File: config.mk
export PLATFORM = sky130hd
export DESIGN_NAME = mult_div
export DESIGN_NICKNAME = d
export VERILOG_FILES = /design/src/rtl/mult_div.sv
export SDC_FILE = /design/constraint.sdc
export NUM_CORES = 1
export LEC_CHECK = 0
export ABC_AREA = 1
export CAP_MARGIN = 10
export CORE_AREA = 2 2 213 215
export DETAILED_ROUTE_END_ITERATION = 16
export DIE_AREA = 0 0 215 217
export PLACE_DENSITY = 0.61
export SETUP_SLACK_MARGIN = 0.3
export SLEW_MARGIN = 15
export SYNTH_ARGS = -nofsm -noshare
export SYNTH_HDL_FRONTEND = slang
export SYNTH_SLANG_ARGS = --single-unit
export TNS_END_PERCENT = 20
File: constraint.sdc
create_clock -name clock -period 4.96 [get_ports clock]
set_input_delay 0.992 -clock clock [delete_from_list [all_inputs] [get_ports clock]]
set_output_delay 0.992 -clock clock [all_outputs]
set_load 0.01 [all_outputs]
File: src/rtl/mult_div.sv
// Sequential signed multiply/divide unit for the multicycle MIPS datapath.
// Radix-2 Booth multiply and restoring divide, one iteration per cycle, results into HI/LO.
module mult_div (
  input  logic        clock,
  input  logic        reset,
  input  logic        start_mult,
  input  logic        start_div,
  input  logic [31:0] a,
  input  logic [31:0] b,
  output logic        busy,
  output logic        done,
  output logic        div_zero,
  output logic [31:0] hi,
  output logic [31:0] lo
);

  typedef enum logic [1:0] {IDLE, MULT, DIV, FINISH} state_t;

  state_t      state_q, state_d;
  logic [4:0]  cnt_q, cnt_d;
  logic [64:0] acc_q, acc_d;
  logic [31:0] opb_q, opb_d;
  logic [31:0] rem_q, rem_d;
  logic [31:0] quo_q, quo_d;
  logic        op_div_q, op_div_d;
  logic        qneg_q, qneg_d;
  logic        rneg_q, rneg_d;
  logic        dz_q, dz_d;
  logic        busy_q, busy_d;
  logic        done_q, done_d;
  logic        div_zero_q, div_zero_d;
  logic [31:0] hi_q, hi_d;
  logic [31:0] lo_q, lo_d;

  logic [31:0] absA, absB;
  logic [32:0] upperExt, mcandExt, boothSum;
  logic [32:0] divShift, divDiff;
  logic [31:0] quoSigned, remSigned;

  assign absA = a[31] ? (~a + 32'd1) : a;
  assign absB = b[31] ? (~b + 32'd1) : b;

  // Booth add/subtract is done one bit wider so a -2^31 multiplicand cannot overflow the upper half.
  assign upperExt = {acc_q[64], acc_q[64:33]};
  assign mcandExt = {opb_q[31], opb_q};
  always_comb begin
    case (acc_q[1:0])
      2'b01:   boothSum = upperExt + mcandExt;
      2'b10:   boothSum = upperExt - mcandExt;
      default: boothSum = upperExt;
    endcase
  end

  // The shifted partial remainder stays below 2^32, so bit 32 of the difference is the borrow.
  assign divShift  = {rem_q, quo_q[31]};
  assign divDiff   = divShift - {1'b0, opb_q};
  assign quoSigned = qneg_q ? (~quo_q + 32'd1) : quo_q;
  assign remSigned = rneg_q ? (~rem_q + 32'd1) : rem_q;

  always_comb begin
    state_d    = state_q;
    cnt_d      = cnt_q;
    acc_d      = acc_q;
    opb_d      = opb_q;
    rem_d      = rem_q;
    quo_d      = quo_q;
    op_div_d   = op_div_q;
    qneg_d     = qneg_q;
    rneg_d     = rneg_q;
    dz_d       = dz_q;
    busy_d     = busy_q;
    done_d     = 1'b0;
    div_zero_d = 1'b0;
    hi_d       = hi_q;
    lo_d       = lo_q;
    case (state_q)
      IDLE: begin
        if (start_mult) begin
          acc_d    = {32'd0, b, 1'b0};
          opb_d    = a;
          op_div_d = 1'b0;
          dz_d     = 1'b0;
          cnt_d    = 5'd0;
          busy_d   = 1'b1;
          state_d  = MULT;
        end else if (start_div) begin
          op_div_d = 1'b1;
          busy_d   = 1'b1;
          cnt_d    = 5'd0;
          if (b != 32'd0) begin
            quo_d   = absA;
            rem_d   = 32'd0;
            opb_d   = absB;
            qneg_d  = a[31] ^ b[31];
            rneg_d  = a[31];
            dz_d    = 1'b0;
            state_d = DIV;
          end else begin
            dz_d    = 1'b1;
            state_d = FINISH;
          end
        end
      end
      MULT: begin
        acc_d = {boothSum, acc_q[32:1]};
        cnt_d = cnt_q + 5'd1;
        if (cnt_q == 5'd31) state_d = FINISH;
      end
      DIV: begin
        if (!divDiff[32]) begin
          rem_d = divDiff[31:0];
          quo_d = {quo_q[30:0], 1'b1};
        end else begin
          rem_d = divShift[31:0];
          quo_d = {quo_q[30:0], 1'b0};
        end
        cnt_d = cnt_q + 5'd1;
        if (cnt_q == 5'd31) state_d = FINISH;
      end
      FINISH: begin
        state_d    = IDLE;
        busy_d     = 1'b0;
        done_d     = 1'b1;
        div_zero_d = dz_q;
        if (!dz_q) begin
          if (op_div_q) begin
            lo_d = quoSigned;
            hi_d = remSigned;
          end else begin
            hi_d = acc_q[64:33];
            lo_d = acc_q[32:1];
          end
        end
      end
      default: state_d = IDLE;
    endcase
  end

  always_ff @(posedge clock) begin
    if (reset) begin
      state_q    <= IDLE;
      cnt_q      <= 5'd0;
      acc_q      <= 65'd0;
      opb_q      <= 32'd0;
      rem_q      <= 32'd0;
      quo_q      <= 32'd0;
      op_div_q   <= 1'b0;
      qneg_q     <= 1'b0;
      rneg_q     <= 1'b0;
      dz_q       <= 1'b0;
      busy_q     <= 1'b0;
      done_q     <= 1'b0;
      div_zero_q <= 1'b0;
      hi_q       <= 32'd0;
      lo_q       <= 32'd0;
    end else begin
      state_q    <= state_d;
      cnt_q      <= cnt_d;
      acc_q      <= acc_d;
      opb_q      <= opb_d;
      rem_q      <= rem_d;
      quo_q      <= quo_d;
      op_div_q   <= op_div_d;
      qneg_q     <= qneg_d;
      rneg_q     <= rneg_d;
      dz_q       <= dz_d;
      busy_q     <= busy_d;
      done_q     <= done_d;
      div_zero_q <= div_zero_d;
      hi_q       <= hi_d;
      lo_q       <= lo_d;
    end
  end

  assign busy     = busy_q;
  assign done     = done_q;
  assign div_zero = div_zero_q;
  assign hi       = hi_q;
  assign lo       = lo_q;

endmodule

==> results.json <==
{
  "wire_per_inst_um": 20.91,
  "die_w_um": 215,
  "post-route-drc-count": 0,
  "grt_max_degree": 86,
  "end_kind": "flop",
  "htreeDepth": 1,
  "clock-sinks": 239,
  "synthArstFlopShare_pct": 0,
  "ys_seq_elements": 239,
  "clock_skew_ns": 0.01770,
  "syn_to_final_growth_pct": 13.44,
  "vias_per_cell": 5.594,
  "startpoint_type": "flop",
  "rows": 78,
  "cts_tree": "done",
  "hold_start": "hi[16]",
  "required_ns": 5.41,
  "netlist_area_um2": 19720,
  "drtPass1Iterations": 8,
  "r2r_slack_ns": 0.97,
  "power_density_nw_per_um2": 450.5,
  "worstReg2RegEnd": "acc_q[63]",
  "period_share_pct": 80.44,
  "cts_hold_buf": 0,
  "final_antenna_net_count": 0,
  "clock-root-buffer": "clkbuf_16",
  "grt_pass1_wl_um": 126900,
  "yosysWarnings": 0,
  "grt_antenna_before_repair": 0,
  "hold_path_end": "hi[16]",
  "start_util_pct": 44.13,
  "swShare_pct": 50.36,
  "clk_latency_ns": 0.62,
  "ys_seq_area_share_pct": 24.26,
  "core-area_um2": 44700,
  "final_cells": 4068,
  "drt_iter0_markers": 1837,
  "ir_worst_vdd_mv": 0.3057,
  "place_ws_ns": 1.039,
  "grt_pass1_vias": 21600,
  "die_area_um2": 46660,
  "layout_commonest_cell": "nand2_1",
  "synth_area_per_cell_um2": 5.813,
  "reg2reg_depth": 18,
  "synthesis.nets": 3539,
  "setup_viol": 0,
  "tns_ns": 0,
  "num-nets-final": 3594,
  "power_mw": 10.08,
  "path_class": "reg -> reg",
  "rr_startpoint": "opb_q[1]",
  "hpwl_um": 65900,
  "rsz0062_at_grt": "no",
  "final_cell_mix": "nand2_1, inv_1, a21oi_1, nor2_1, nand3_1",
  "clk_path_buf_depth": 3,
  "maxSlewHeadroom_pct": 27.22,
  "slew_violations": 0,
  "cts_repair_resize_count": 0,
  "fill_cells": 4871,
  "place_congestion": 0.9940,
  "path_clk_slew_ns": 0.06,
  "final_hold_viol_count": 0,
  "via_count": 22760,
  "io_buffers": 134,
  "ioPinCount": 135,
  "cts_setup_buffers": 0,
  "placed_cells": 4015,
  "grtUsageTotal_pct": 35.30,
  "ys_types": 50,
  "internal-power_mw": 5.004,
  "dieHeight_um": 217,
  "p_sw_mw": 5.076,
  "power_leakage_nw": 10.24,
  "cap_violations": 0,
  "worst_slack_ns": 0.9703,
  "pwr-share-comb_pct": 51.0,
  "worstPathArrival_ns": 4.44,
  "gr-total-overflow": 0,
  "synth_cells": 3393,
  "cp_max_fo": 6,
  "min_path_cells": 2,
  "drt_wl_total_um": 85060,
  "seqPwrFrac_pct": 26.8,
  "cts_buffers": 31,
  "worst_pin_slew_ns": 1.092,
  "synth_edf_count": 0,
  "clkPwrFrac_pct": 22.2,
  "ys.flop_type": "dfxtp_1",
  "status": "completed",
  "clock.fmax_ghz": 0.2506,
  "hold_path.class": "reg -> reg",
  "fin_crit_ns": 3.990,
  "antennaDiodeCount": 0,
  "drive_above_1_share_pct": 3.489
}
==> synthesized netlist by cell type, drive strengths merged (36+ instances only) <==
cell type,n,area (um^2)
nand2,1008,3814
inv,447,1678
a21oi,353,1793
nor2,317,1241
nand3,272,1386
dfxtp,239,4785
o21ai,225,1134
clkbuf,90,337.8
ha,76,950.9
xor2,70,613.1
buf,46,265.3
nor3,39,200.2
a31oi,37,231.5
nand4,36,225.2
==> routing by layer <==
metal | GRT usage, % | wire length, um
met3 | 3.494 | 5089
met2 | 60.79 | 39570
met1 | 42.07 | 34030
met4 | 23.08 | 6371
met5 | 0 | 0
==> worst max-delay path, cell delays in order, from the launching register on <==
cell	delay, ns
dfxtp_1	0.30
inv_1	0.32
ha_1	0.28
nand4_1	0.18
nor2_1	0.31
nand4_1	0.22
o31ai_1	0.39
xor2_1	0.34
ha_1	0.36
a21oi_1	0.24
o21ai_0	0.14
inv_1	0.08
nand2_1	0.09
a21oi_1	0.23
nand2_1	0.08
nand2_1	0.07
nand3_1	0.06
nand2_1	0.09
a21oi_1	0.06
==> cells by family (layout without fill, tap and decap cells) <==
| logic type | Yosys count | after routing | synth area share (%) |
|---|---|---|---|
| buffers and inverters | 588 | 663 | 11.66 |
| and+or+nand+nor | 1696 | 1696 | 35.61 |
| DFF | 239 | 239 | 24.26 |
| adders and majority gates | 78 | 78 | 5.024 |
| xor gates and xnor gates | 95 | 95 | 4.218 |
| AOI/OAI and AO/OA | 697 | 697 | 19.23 |
==> registers in the layout (all words and copies together) (netlist names) <==
register,count
acc_q,65
busy,1
cnt_q,5
div_zero,1
done,1
dz_q,1
hi,32
lo,32
op_div_q,1
opb_q,32
qneg_q,1
quo_q,32
rem_q,32
rneg_q,1
state_q,2
==> per-stage QoR <==
step	instance area, um^2	util [%]	hold slack, ns
after global routing	22380	50.06	0.4788
after global placement	21400	47.88	0.4504
after CTS	22380	50.06	0.4634
after floorplan	19720	-	0.4362
after detailed placement	21400	47.88	0.4544
final	22380	50.06	0.4613
==> power groups by stage <==
stage                     sequential (mW)  combinational [mW]  clock [mW]
after CTS                            2.68                5.07        2.26
after global placement               2.71                5.02           0
after floorplan                      2.53                3.51           0
after global routing                 2.72                5.66        2.33
final                                2.70                5.14        2.24
after detailed placement             2.72                5.05           0
==> final cells by class <==
cell class,instances,area [um^2],share of cell area (%)
Timing Repair Buffer,158,1519,6.789
Multi-Input combinational cell,2566,12650,56.53
Clock buffer,43,870.8,3.892
Clock inverter,10,102.6,0.4585
Inverter,452,1697,7.583
Sequential cell,239,4786,21.39
Tap cell,600,750.7,3.355
==> worst max-delay path by stage <==
| stage | startpoint | to | slack (ns) | cells past startpoint |
|---|---|---|---|---|
| after CTS | opb_q[1] | acc_q[59] | 1.02 | 18 |
| final | opb_q[1] | acc_q[63] | 0.97 | 18 |
| after global placement | opb_q[1] | acc_q[61] | 1.09 | 18 |
| after global routing | opb_q[1] | acc_q[59] | 0.61 | 18 |
| after detailed placement | opb_q[1] | acc_q[59] | 1.04 | 18 |
| after floorplan | opb_q[1] | acc_q[63] | 2.07 | 21 |
No activity file was read; power rests on OpenSTA's default activity.
